[src/rtl/router_fsm.sv]
// router_fsm: packet-sequencing controller for the 1x3 router.
//
// Decodes each packet header, waits for the addressed output FIFO to drain,
// then sequences header, payload, parity and FIFO-full stalls. It returns
// to DECODE_ADDRESS when the packet ends, when the addressed channel's soft
// reset fires, or when the packet is dropped.
//
// Input handshake: the source presents a byte while pkt_valid=1 and must
// hold that byte unchanged in every cycle where busy=1. pkt_valid falls
// together with the parity byte.
//
// Ports:
//   clock, reset            rising-edge clock, async active-high reset
//   pkt_valid, data_in      byte-valid strobe and header address bits
//   fifo_full               full flag of the currently addressed FIFO
//   fifo_empty_0..2         empty flags of output FIFOs 0..2
//   soft_reset_0..2         per-channel time-out resets
//   parity_done             parity byte captured by the register block
//   low_pkt_valid           pkt_valid fell while the FIFO was full
//   detect_add, lfd_state, ld_state, laf_state, full_state,
//   write_enb_reg, rst_int_reg, busy
//                           Moore decode of the current state
//   drop_pkt                one-cycle registered pulse on packet discard
//   dbg_state, dbg_addr     current state encoding and latched address
module router_fsm #(
  parameter int unsigned WAIT_LIMIT = 0,
  parameter int unsigned WAIT_CNT_W = 8
) (
  input  logic                  clock,
  input  logic                  reset,
  input  logic                  pkt_valid,
  input  logic [1:0]            data_in,
  input  logic                  fifo_full,
  input  logic                  fifo_empty_0,
  input  logic                  fifo_empty_1,
  input  logic                  fifo_empty_2,
  input  logic                  soft_reset_0,
  input  logic                  soft_reset_1,
  input  logic                  soft_reset_2,
  input  logic                  parity_done,
  input  logic                  low_pkt_valid,
  output logic                  detect_add,
  output logic                  lfd_state,
  output logic                  ld_state,
  output logic                  laf_state,
  output logic                  full_state,
  output logic                  write_enb_reg,
  output logic                  rst_int_reg,
  output logic                  busy,
  output logic                  drop_pkt,
  output logic [2:0]            dbg_state,
  output logic [1:0]            dbg_addr
);

  typedef enum logic [2:0] {
    DA  = 3'd0,
    LFD = 3'd1,
    LD  = 3'd2,
    FFS = 3'd3,
    LAF = 3'd4,
    LP  = 3'd5,
    CPE = 3'd6,
    WTE = 3'd7
  } state_t;

  localparam logic [WAIT_CNT_W-1:0] LIM_M1 =
    (WAIT_LIMIT == 0) ? '0 : WAIT_CNT_W'(WAIT_LIMIT - 1);
  localparam logic [WAIT_CNT_W-1:0] CNT_MAX = '1;

  state_t                state_q, state_d;
  logic [1:0]            addr_q, addr_d;
  logic                  drop_q, drop_d;
  logic [WAIT_CNT_W-1:0] wait_cnt_q;

  // Padded to four entries so the 2-bit address indexes them exactly;
  // address 3 is never a real channel.
  logic [3:0] empty_v;
  logic [3:0] soft_v;
  assign empty_v = {1'b0, fifo_empty_2, fifo_empty_1, fifo_empty_0};
  assign soft_v  = {1'b0, soft_reset_2, soft_reset_1, soft_reset_0};

  always_ff @(posedge clock or posedge reset) begin
    if (reset) begin
      state_q <= DA;
      addr_q  <= 2'd0;
      drop_q  <= 1'b0;
    end else begin
      state_q <= state_d;
      addr_q  <= addr_d;
      drop_q  <= drop_d;
    end
  end

  // Held at zero outside WTE, so it is zero on entry; saturates rather
  // than wrapping.
  always_ff @(posedge clock or posedge reset) begin
    if (reset) begin
      wait_cnt_q <= '0;
    end else if (state_q != WTE) begin
      wait_cnt_q <= '0;
    end else if (wait_cnt_q != CNT_MAX) begin
      wait_cnt_q <= wait_cnt_q + 1'b1;
    end
  end

  always_comb begin
    state_d = state_q;
    addr_d  = addr_q;
    drop_d  = 1'b0;
    // The addressed channel's soft reset overrides everything except DA.
    if (state_q != DA && soft_v[addr_q]) begin
      state_d = DA;
    end else begin
      case (state_q)
        DA: begin
          if (pkt_valid) begin
            if (data_in == 2'd3) begin
              drop_d = 1'b1;
            end else begin
              addr_d  = data_in;
              state_d = empty_v[data_in] ? LFD : WTE;
            end
          end
        end
        WTE: begin
          if (empty_v[addr_q]) begin
            state_d = LFD;
          end else if (WAIT_LIMIT != 0 && wait_cnt_q == LIM_M1) begin
            state_d = DA;
            drop_d  = 1'b1;
          end
        end
        LFD: state_d = LD;
        LD: begin
          // A stall takes precedence over end-of-packet.
          if (fifo_full)       state_d = FFS;
          else if (!pkt_valid) state_d = LP;
        end
        FFS: begin
          if (!fifo_full) state_d = LAF;
        end
        LAF: begin
          if (parity_done)        state_d = DA;
          else if (low_pkt_valid) state_d = LP;
          else                    state_d = LD;
        end
        LP:  state_d = CPE;
        CPE: state_d = fifo_full ? FFS : DA;
        default: state_d = DA;
      endcase
    end
  end

  assign detect_add    = (state_q == DA);
  assign lfd_state     = (state_q == LFD);
  assign ld_state      = (state_q == LD);
  assign laf_state     = (state_q == LAF);
  assign full_state    = (state_q == FFS);
  assign write_enb_reg = (state_q == LD) || (state_q == LAF) || (state_q == LP);
  assign rst_int_reg   = (state_q == CPE);
  assign busy          = (state_q == LFD) || (state_q == FFS) || (state_q == LAF) ||
                         (state_q == LP)  || (state_q == CPE) || (state_q == WTE);
  assign drop_pkt      = drop_q;
  assign dbg_state     = state_q;
  assign dbg_addr      = addr_q;

endmodule
[config.mk]
export PLATFORM = sky130hd
export DESIGN_NAME = router_fsm
export DESIGN_NICKNAME = d
export VERILOG_FILES = /design/src/rtl/router_fsm.sv
export SDC_FILE = /design/constraint.sdc
export NUM_CORES = 1
export LEC_CHECK = 0
export CAP_MARGIN = 20
export CORE_AREA = 2 2 39 41
export DETAILED_ROUTE_END_ITERATION = 8
export DIE_AREA = 0 0 41 43
export GPL_TIMING_DRIVEN = 0
export PLACE_DENSITY_LB_ADDON = 0.2
export REMOVE_ABC_BUFFERS = 1
export SLEW_MARGIN = 20
export SYNTH_ARGS = -nofsm -noshare
export SYNTH_HDL_FRONTEND = slang
export SYNTH_SLANG_ARGS = --single-unit
[constraint.sdc]
create_clock -name clock -period 2.93 [get_ports clock]
set_input_delay 0.293 -clock clock [delete_from_list [all_inputs] [get_ports clock]]
set_output_delay 0.293 -clock clock [all_outputs]
set_load 0.01 [all_outputs]
# After elaboration in Yosys (flattened, before gate mapping)
# Index checks and enable logic that the tools add are counted.
dict set report classes {
  n_lt_le_gt_ge 2
  n_eq_ne 13
  mux 22
  bitwise_logic 2
  n_reduce_logical 12
}
# operator count
set ops {}
lappend ops {{3-bit two-way mux} 10}
lappend ops {{3-bit one-hot mux with 8 select lines} 1}
lappend ops {{3-bit == test, second input constant} 4}
lappend ops {{1-bit logical OR} 7}
lappend ops {{1-bit two-way mux} 7}
lappend ops {{1-bit binary-select mux with 2-bit select} 3}
lappend ops {{3-bit by 2-bit == test with 1-bit output, second input constant} 2}
lappend ops {{2-bit by 3-bit less-than comparator with 1-bit output, second input constant} 2}
lappend ops {{3-bit by 2-bit != test with 1-bit output, second input constant} 2}
lappend ops {{3-bit != test, second input constant} 2}
lappend ops {{5-bit AND reduction} 1}
lappend ops {{4-bit by 3-bit != test with 1-bit output, second input constant} 1}
lappend ops {{4-bit AND reduction} 1}
lappend ops {{3-bit by 1-bit == test with 1-bit output, second input constant} 1}
lappend ops {{3-bit zero test} 1}
lappend ops {{3-bit nonzero test} 1}
lappend ops {{2-bit == test, second input constant} 1}
lappend ops {{2-bit two-way mux} 1}
lappend ops {{1-bit inverter} 2}
lappend ops {{1-bit logical AND} 1}
dict set report word_totals {
  reg_bits 6
  in_bits 14
  word_cells 54
}

# Longest topological paths before layout
# Gate-level depths: netlist of the first run.
dict set report depth {
  depth_word 7
  ltp_mapped 6
  mapped_depth_nobuf 5
}

# Worst setup path before layout of the first run
# OpenSTA, ideal clock, no wires.
dict set report synth_path {
  path_kind {flip-flop to flip-flop}
  startpoint {register state_q[1], in the netlist dbg_state[1]}
  endpoint {register state_q[1], in the netlist dbg_state[1]}
  t_arrival_ns 1.584
  required_time_ns 2.864
  path_slack_ns 1.281
  stages_incl_launch_ff 7
  cell_sequence {dfrtp_1 > buf_6 > or3_4 > a21o_1 > o211a_2 > a311oi_2 > a31o_1}
}
dict set report synth_between {
  elab_chain_len 4
  elab_cells_between_ends 18
  classes_between {eq/ne (12); mux (2); reduce/logical (4)}
}
# element line
set synth_lines {}
lappend synth_lines {{start: declaration} 70} ;# state_t state_q, state_d;
lappend synth_lines {{start signal: assignment} 88} ;# state_q <= state_d;
lappend synth_lines {{3-bit nonzero test} 111} ;# if (state_q != DA && soft_v[addr_q]) begin
lappend synth_lines {{1-bit logical AND} 111}
lappend synth_lines {{4-bit by 3-bit != test with 1-bit output (no line) (tied with other cells)} -}
lappend synth_lines {{5-bit AND reduction (no line)} -}
# Several ways; a longest one is shown, not always the timed one.
# A chain may end at the register's enable or synchronous reset.

# Worst setup path in the final report of the first run
dict set report layout_path {
  startpoint {register state_q[1], in the netlist dbg_state[1]}
  endpoint {output port detect_add}
}
dict set report layout_between {
  elab_chain_len 1
}
# element line
set layout_lines {}
lappend layout_lines {{3-bit zero test} 154} ;# assign detect_add = (state_q == DA);
lappend layout_lines {{end: declaration} 42} ;# output logic detect_add,
# Every way passes these cells.

==> results.md, run 1 <==
* Port Buf Inserts at 27
* Top-area cell type share of the netlist area at 0.3000
* Layout cells sized above 1 at 0.08989
* Slew HR at 0.6834
* Final hold viol count at 0
* R2R cell count at 5
* Warnings from Yosys at 0
* Tightest Pin Transition at 469.9 ps
* Sw frac at 0.4187
* CTS buffer count at 3
* Max Slew Vio Count at 0
* Tmin final at 2173 ps
* # DRC at 0
* H-tree depth at 1
* Placed Area at 769.5 um^2
* CTS tree: yes
* FF-to-FF End: dbg_state[1]
* Post-route cell area at 792.0 um^2
* Number of synthesized flops with an enable pin at 0
* Worst EP required at 2640 ps
* Multi-input logic area at 314.1 um^2
* Die Area at 1763 um^2
* Seq/Total Area, Yosys at 0.3000
* IO Pins at 28
* Initial antenna violation count at 0
* Async set-or-reset flop fraction in the synthesized netlist at 1.000
* DR vias/cell at 5.295
* Internal at 0.0004599 W
* Setup TNS at 0 ps
* Crit path max fanout at 11
* Largest net degree at the start of global routing at 15
* Total GRT Usage at 0.1717
* First-pass GRT wire length at 2.056 mm
* Netlist Area Pre-Place at 500.5 um^2
* Hold buffer count at CTS at 0
* Core area at 1384 um^2
* Hold Crit Class: in2async
* Most common cell after layout, fill and taps aside: clkdlybuf4s50_1
* Total number of vias at 556
* Clock Tree Buf Depth at 2
* Post-DP HPWL at 1.019 mm
* Unique masters post-synth at 30
* Area Overhead vs Synth at 58.25%
* Clk pwr share at 0.095
* Fmax at 460.2 MHz
* Avg WL per Cell at 12.85 um
* Starting Density at 0.3617
* Reg clk slew, reported paths at 40 ps
* Reg power frac at 0.261
* Post-Route Utilization at 0.5723
* Power Density at 998.8 nW/um^2
* Syn Inst Count at 62
* Crit start category: register
* Clk_skew at 0.5960 ps
* ANT nets after route at 0
* Final Cycle Share at 0.7416
* Die H at 43 um
* Commonest non-fill, non-tap cells in the layout: clkdlybuf4s50_1, nor2_1, nand2_1, dfrtp_1, o21ai_0
* RSZ-0062 raised after global routing: no
* Met3 usage at 0.03665
* Status: complete, no violations
* Fill cell count at 138
* Max Cap Viol at 0
* Arrival @ worst endpoint at 1880 ps
* LEAKAGE at 0.3337 nW
* Die boundary width at 41 um
* Switch Pwr at 0.0003312 W
* Main area contributors after synthesis: dfrtp_1, nor2_1, mux2i_1, nand2b_1, o21ai_0
* Endpoints failing setup at 0
* Final Power at 0.0007911 W
* R2R Setup Slk at 1210 ps
* Cts repair resizes at 0
* Crit Path Category: reg2out
* Grt met2 use at 0.2844
* Clock tree sinks at 6
* Post-CTS setup repair buffer count at 0
* Cell row count at 14
* Routability congestion estimate from global placement at 0.8247
* Final wirelength at 1.349 mm
* Nets at 105
* Synth area leader: dfrtp_1
* Yosys reg bits at 6
* Main synth FF type: dfrtp_1
* Overflow after GRT at 0
* Inserted Diodes at 0
* 1st-pass router iterations at 4
* Later-pin clock latency in the skew report at 240 ps
* CP Capture Type: primary output
* Top Usage Layer GRT: met2
* Root Driver: clkbuf_4
* Iter 0 DRT Violations at 4
* RR Startpoint: dbg_state[1]
* Avg Synthesized Cell Area at 8.072 um^2
* VDD IR max at 0.4668 mV
* Sequential standard cell area at 150.1 um^2
* Number of global-route vias before repair at 494
* Logic gate share of total power at 0.644
* GR Util met1 at 0.1967
## kinds of logic (layout without fill, tap and decap cells)
group / Yosys count / after routing / synth area share
compound gates: 19 / 19 / 0.2825
flops: 6 / 6 / 0.3000
mux: 4 / 4 / 0.08250
buf+inv: 7 / 34 / 0.07249
simple gates: 26 / 26 / 0.2625
## worst max-delay path by stage
stage	endpoint	startpoint	cells past startpoint	slack, ps
2_1_floorplan	dbg_state[1]	dbg_state[1]	5	1320
3_3_place_gp	detect_add	dbg_state[1]	3	1030
3_5_place_dp	detect_add	dbg_state[1]	3	1040
4_1_cts	detect_add	dbg_state[1]	3	760
5_1_grt	detect_add	dbg_state[1]	3	710
6_report	detect_add	dbg_state[1]	3	760
## worst max-delay path: stages (launching register included)
cell,delay [ps]
dfrtp_1,490
or3_4,450
inv_1,130
clkdlybuf4s50_1,560
## metal layers
metal | share of wire | vias up | wire length, um
met3 | 0.077 | 2 | 104
met2 | 0.49 | 23 | 667
met4 | 0.0059 | 0 | 8
li1 | - | 278 | -
met1 | 0.42 | 253 | 569
met5 | 0 | - | 0
## state kept, by name, summed over array words and instances (netlist names)
register and count:
dbg_addr 2, drop_pkt 1, dbg_state 3
## area by class of cell
| type | instances | share of cell area |
|---|---|---|
| Timing Repair Buffer | 27 | 0.3412 |
| Tap cell | 16 | 0.02528 |
| Clock buffer | 3 | 0.02844 |
| Inverter | 4 | 0.01896 |
| Multi-Input combinational cell | 49 | 0.3965 |
| Sequential cell | 6 | 0.1896 |
## power by group through the flow
stage          clock network [W]  registers, W  logic (W)
2_1_floorplan                  0      0.000200   0.000268
3_3_place_gp                   0      0.000206   0.000502
3_5_place_dp                   0      0.000208   0.000510
4_1_cts                0.0000771      0.000207   0.000513
5_1_grt                0.0000806      0.000218   0.000558
6_report               0.0000749      0.000207   0.000509
## metrics by stage
stage	worst slack, ps	hold slack [ps]	std cells
floorplan	1316	83.96	59
global placement	1027	509.4	102
detailed placement	1037	525.3	102
CTS	763.4	266.2	105
global route	711.2	296.2	105
finish	757.1	262.1	105
## synthesized netlist by cell type, types with 2 or more instances
cell type  n
nor2_1     9
dfrtp_1    6
nand2_1    6
o21ai_0    5
inv_1      4
nand2b_1   4
mux2i_1    3
buf_2      2
o22a_1     2
Power figures use the tool's default switching activity.
==> run 2: changes to the inputs <==
- CORE_AREA: 2 2 39 41 -> not set
- CORE_MARGIN: not set -> 2
- CORE_UTILIZATION: not set -> 36
- DIE_AREA: 0 0 41 43 -> not set
- clock period: 2.93 -> 2.22 ns (I/O delays scaled with it)
==> run 2 against run 1 <==
  * Critical path depth stayed put
  * Flip-flop and latch count unchanged
  * Sequential power is 31% higher
  * Non-clock buffer count unchanged
  * First-iteration DRC count grew to 3.5 times the previous value
  * Count of clock-buffer cells in the layout is the same
  * Via count decreased by 2.0%
  * Setup slack worse by 630 ps
  * Clock skew rose by 1.0 ps
  * Global-route usage is 2.0 points lower
  * Wire length down 0.59%
  * Hold slack got worse by 70 ps
==> results.md, run 2 (synthesized netlist as in run 1, its figures left out) <==
* Status: complete, no violations (unchanged)
* Reg clk slew, reported paths at 50 ps (was 40 ps)
* Iter 0 DRT Violations at 14 (was 4)
* Total number of vias at 545 (was 556)
* Die Area at 1704 um^2 (was 1763 um^2)
* Max Cap Viol at 0 (unchanged)
* Placed Area at 768.2 um^2 (was 769.5 um^2)
* CP Capture Type: primary output (unchanged)
* Clock tree sinks at 6 (unchanged)
* Die boundary width at 41.29 um (was 41 um)
* 1st-pass router iterations at 4 (unchanged)
* Post-route cell area at 790.8 um^2 (was 792.0 um^2)
* DR vias/cell at 5.240 (was 5.295)
* Clk_skew at 1.618 ps (was 0.5960 ps)
* VDD IR max at 0.6905 mV (was 0.4668 mV)
* ANT nets after route at 0 (unchanged)
* Post-DP HPWL at 1.011 mm (was 1.019 mm)
* Slew HR at 0.6753 (was 0.6834)
* Avg WL per Cell at 12.89 um (was 12.85 um)
* Total GRT Usage at 0.1513 (was 0.1717)
* Crit Path Category: reg2out (unchanged)
* Setup TNS at 0 ps (unchanged)
* Root Driver: clkbuf_4 (unchanged)
* Overflow after GRT at 0 (unchanged)
* IO Pins at 28 (unchanged)
* Post-CTS setup repair buffer count at 0 (unchanged)
* Crit path max fanout at 11 (unchanged)
* Later-pin clock latency in the skew report at 240 ps (about the same)
* Power Density at 1326 nW/um^2 (was 998.8 nW/um^2)
* Routability congestion estimate from global placement at 0.7571 (was 0.8247)
* LEAKAGE at 0.3337 nW (unchanged)
* Fill cell count at 132 (was 138)
* H-tree depth at 1 (unchanged)
* Cell row count at 13 (was 14)
* CTS buffer count at 3 (unchanged)
* Number of global-route vias before repair at 436 (was 494)
* Die H at 41.29 um (was 43 um)
* Clk pwr share at 0.097 (was 0.095)
* Sw frac at 0.4212 (was 0.4187)
* Commonest non-fill, non-tap cells in the layout: clkdlybuf4s50_1, nor2_1, nand2_1, dfrtp_1, o21ai_0 (unchanged)
* Final Power at 0.001049 W (was 0.0007911 W)
* First-pass GRT wire length at 1.635 mm (was 2.056 mm)
* Max Slew Vio Count at 0 (unchanged)
* Largest net degree at the start of global routing at 15 (unchanged)
* Endpoints failing setup at 0 (unchanged)
* Final wirelength at 1.341 mm (was 1.349 mm)
* Final Cycle Share at 0.9421
* Starting Density at 0.3846 (was 0.3617)
* RSZ-0062 raised after global routing: no (unchanged)
* Tmin final at 2091 ps
* Area Overhead vs Synth at 58.00% (was 58.25%)
* Most common cell after layout, fill and taps aside: clkdlybuf4s50_1 (unchanged)
* Switch Pwr at 0.0004416 W (was 0.0003312 W)
* Worst EP required at 2000 ps (was 2640 ps)
* Cts repair resizes at 0 (unchanged)
* # DRC at 0 (unchanged)
* Hold Crit Class: in2async (unchanged)
* Hold buffer count at CTS at 0 (unchanged)
* Internal at 0.0006069 W (was 0.0004599 W)
* Core area at 1301 um^2 (was 1384 um^2)
* Layout cells sized above 1 at 0.08989 (unchanged)
* Largest register FFs at 3 (unchanged)
* Logic gate share of total power at 0.644 (about the same)
* Crit start category: register (unchanged)
* CTS tree: yes (unchanged)
* Arrival @ worst endpoint at 1870 ps (was 1880 ps)
* Nets at 105 (unchanged)
* Final hold viol count at 0 (unchanged)
* Port Buf Inserts at 27 (unchanged)
* Initial antenna violation count at 0 (unchanged)
* Reg power frac at 0.259 (was 0.261)
* Tightest Pin Transition at 482.0 ps (was 469.9 ps)
* Clock Tree Buf Depth at 2 (unchanged)
* Fmax at 478.1 MHz
* Inserted Diodes at 0 (unchanged)
==> run 2: cell counts in the layout (fill, tap and decap cells not counted) <==
Identical to the previous run, type by type.
==> run 2: through the flow <==
stage / hold slack [ps] / setup slack, ps / cells / util
floorplan: 12.96 / 605.9 / 59 / -
global placement: 435.7 / 404.9 / 101 / 0.5904
detailed placement: 448.5 / 413.0 / 101 / 0.5904
CTS: 183.4 / 132.2 / 104 / 0.6077
global route: 208.3 / 82.39 / 104 / 0.6077
finish: 191.7 / 128.6 / 104 / 0.6077
==> run 2: layout make-up <==
cell class | instances | area [um^2] | area share
Timing Repair Buffer | 27 | 270.3 | 0.3418
Clock buffer | 3 | 22.52 | 0.02848
Tap cell | 15 | 18.77 | 0.02373
Multi-Input combinational cell | 49 | 314.1 | 0.3972
Sequential cell | 6 | 150.1 | 0.1899
Inverter | 4 | 15.01 | 0.01899
==> run 2: final timing paths <==
check / slack [ps] / startpoint / cells after the start / endpoint
hold / removal: 190 / reset / 2 / dbg_state[1]
setup reg to reg: 510 / dbg_state[1] / 5 / dbg_state[1]
max in group asynchronous: 1840 / reset / 2 / dbg_state[2]
hold reg to reg: 610 / dbg_addr[1] / 1 / dbg_addr[1]
min in group clock: 610 / dbg_addr[1] / 1 / dbg_addr[1]
setup / recovery: 130 / dbg_state[1] / 3 / detect_add
==> run 2: power groups by stage <==
stage / clock [W] / sequential [W] / combinational, W
6_report: 0.000101 / 0.000272 / 0.000676
5_1_grt: 0.000109 / 0.000283 / 0.000723
4_1_cts: 0.000104 / 0.000273 / 0.000679
3_5_place_dp: 0 / 0.000274 / 0.000674
3_3_place_gp: 0 / 0.000273 / 0.000664
2_1_floorplan: 0 / 0.000265 / 0.000354
==> run 2: worst max-delay path: stages (launching register included) <==
cell,delay [ps]
dfrtp_1,490
or3_4,450
inv_1,130
clkdlybuf4s50_1,550
==> run 2: metal layers <==
layer | part of all wire | GRT usage | vias to the layer above
met5 | 0 | 0 | -
met4 | 0 | 0.04839 | 0
met3 | 0.087 | 0.04891 | 0
met2 | 0.50 | 0.2734 | 23
met1 | 0.41 | 0.1645 | 245
li1 | - | - | 277
==> run 3: changes to the inputs <==
- MAX_ROUTING_LAYER: not set -> met4
- SKIP_LAST_GASP: not set -> 1
==> results of run 3 <==
Same layout as run 2: the final DEF is identical, and so are final timing and power.
Among the figures that moved: final weighted congestion in routability-driven placement 0.7571 -> 0.7670; overall routing resource usage 0.1513 -> 0.1555
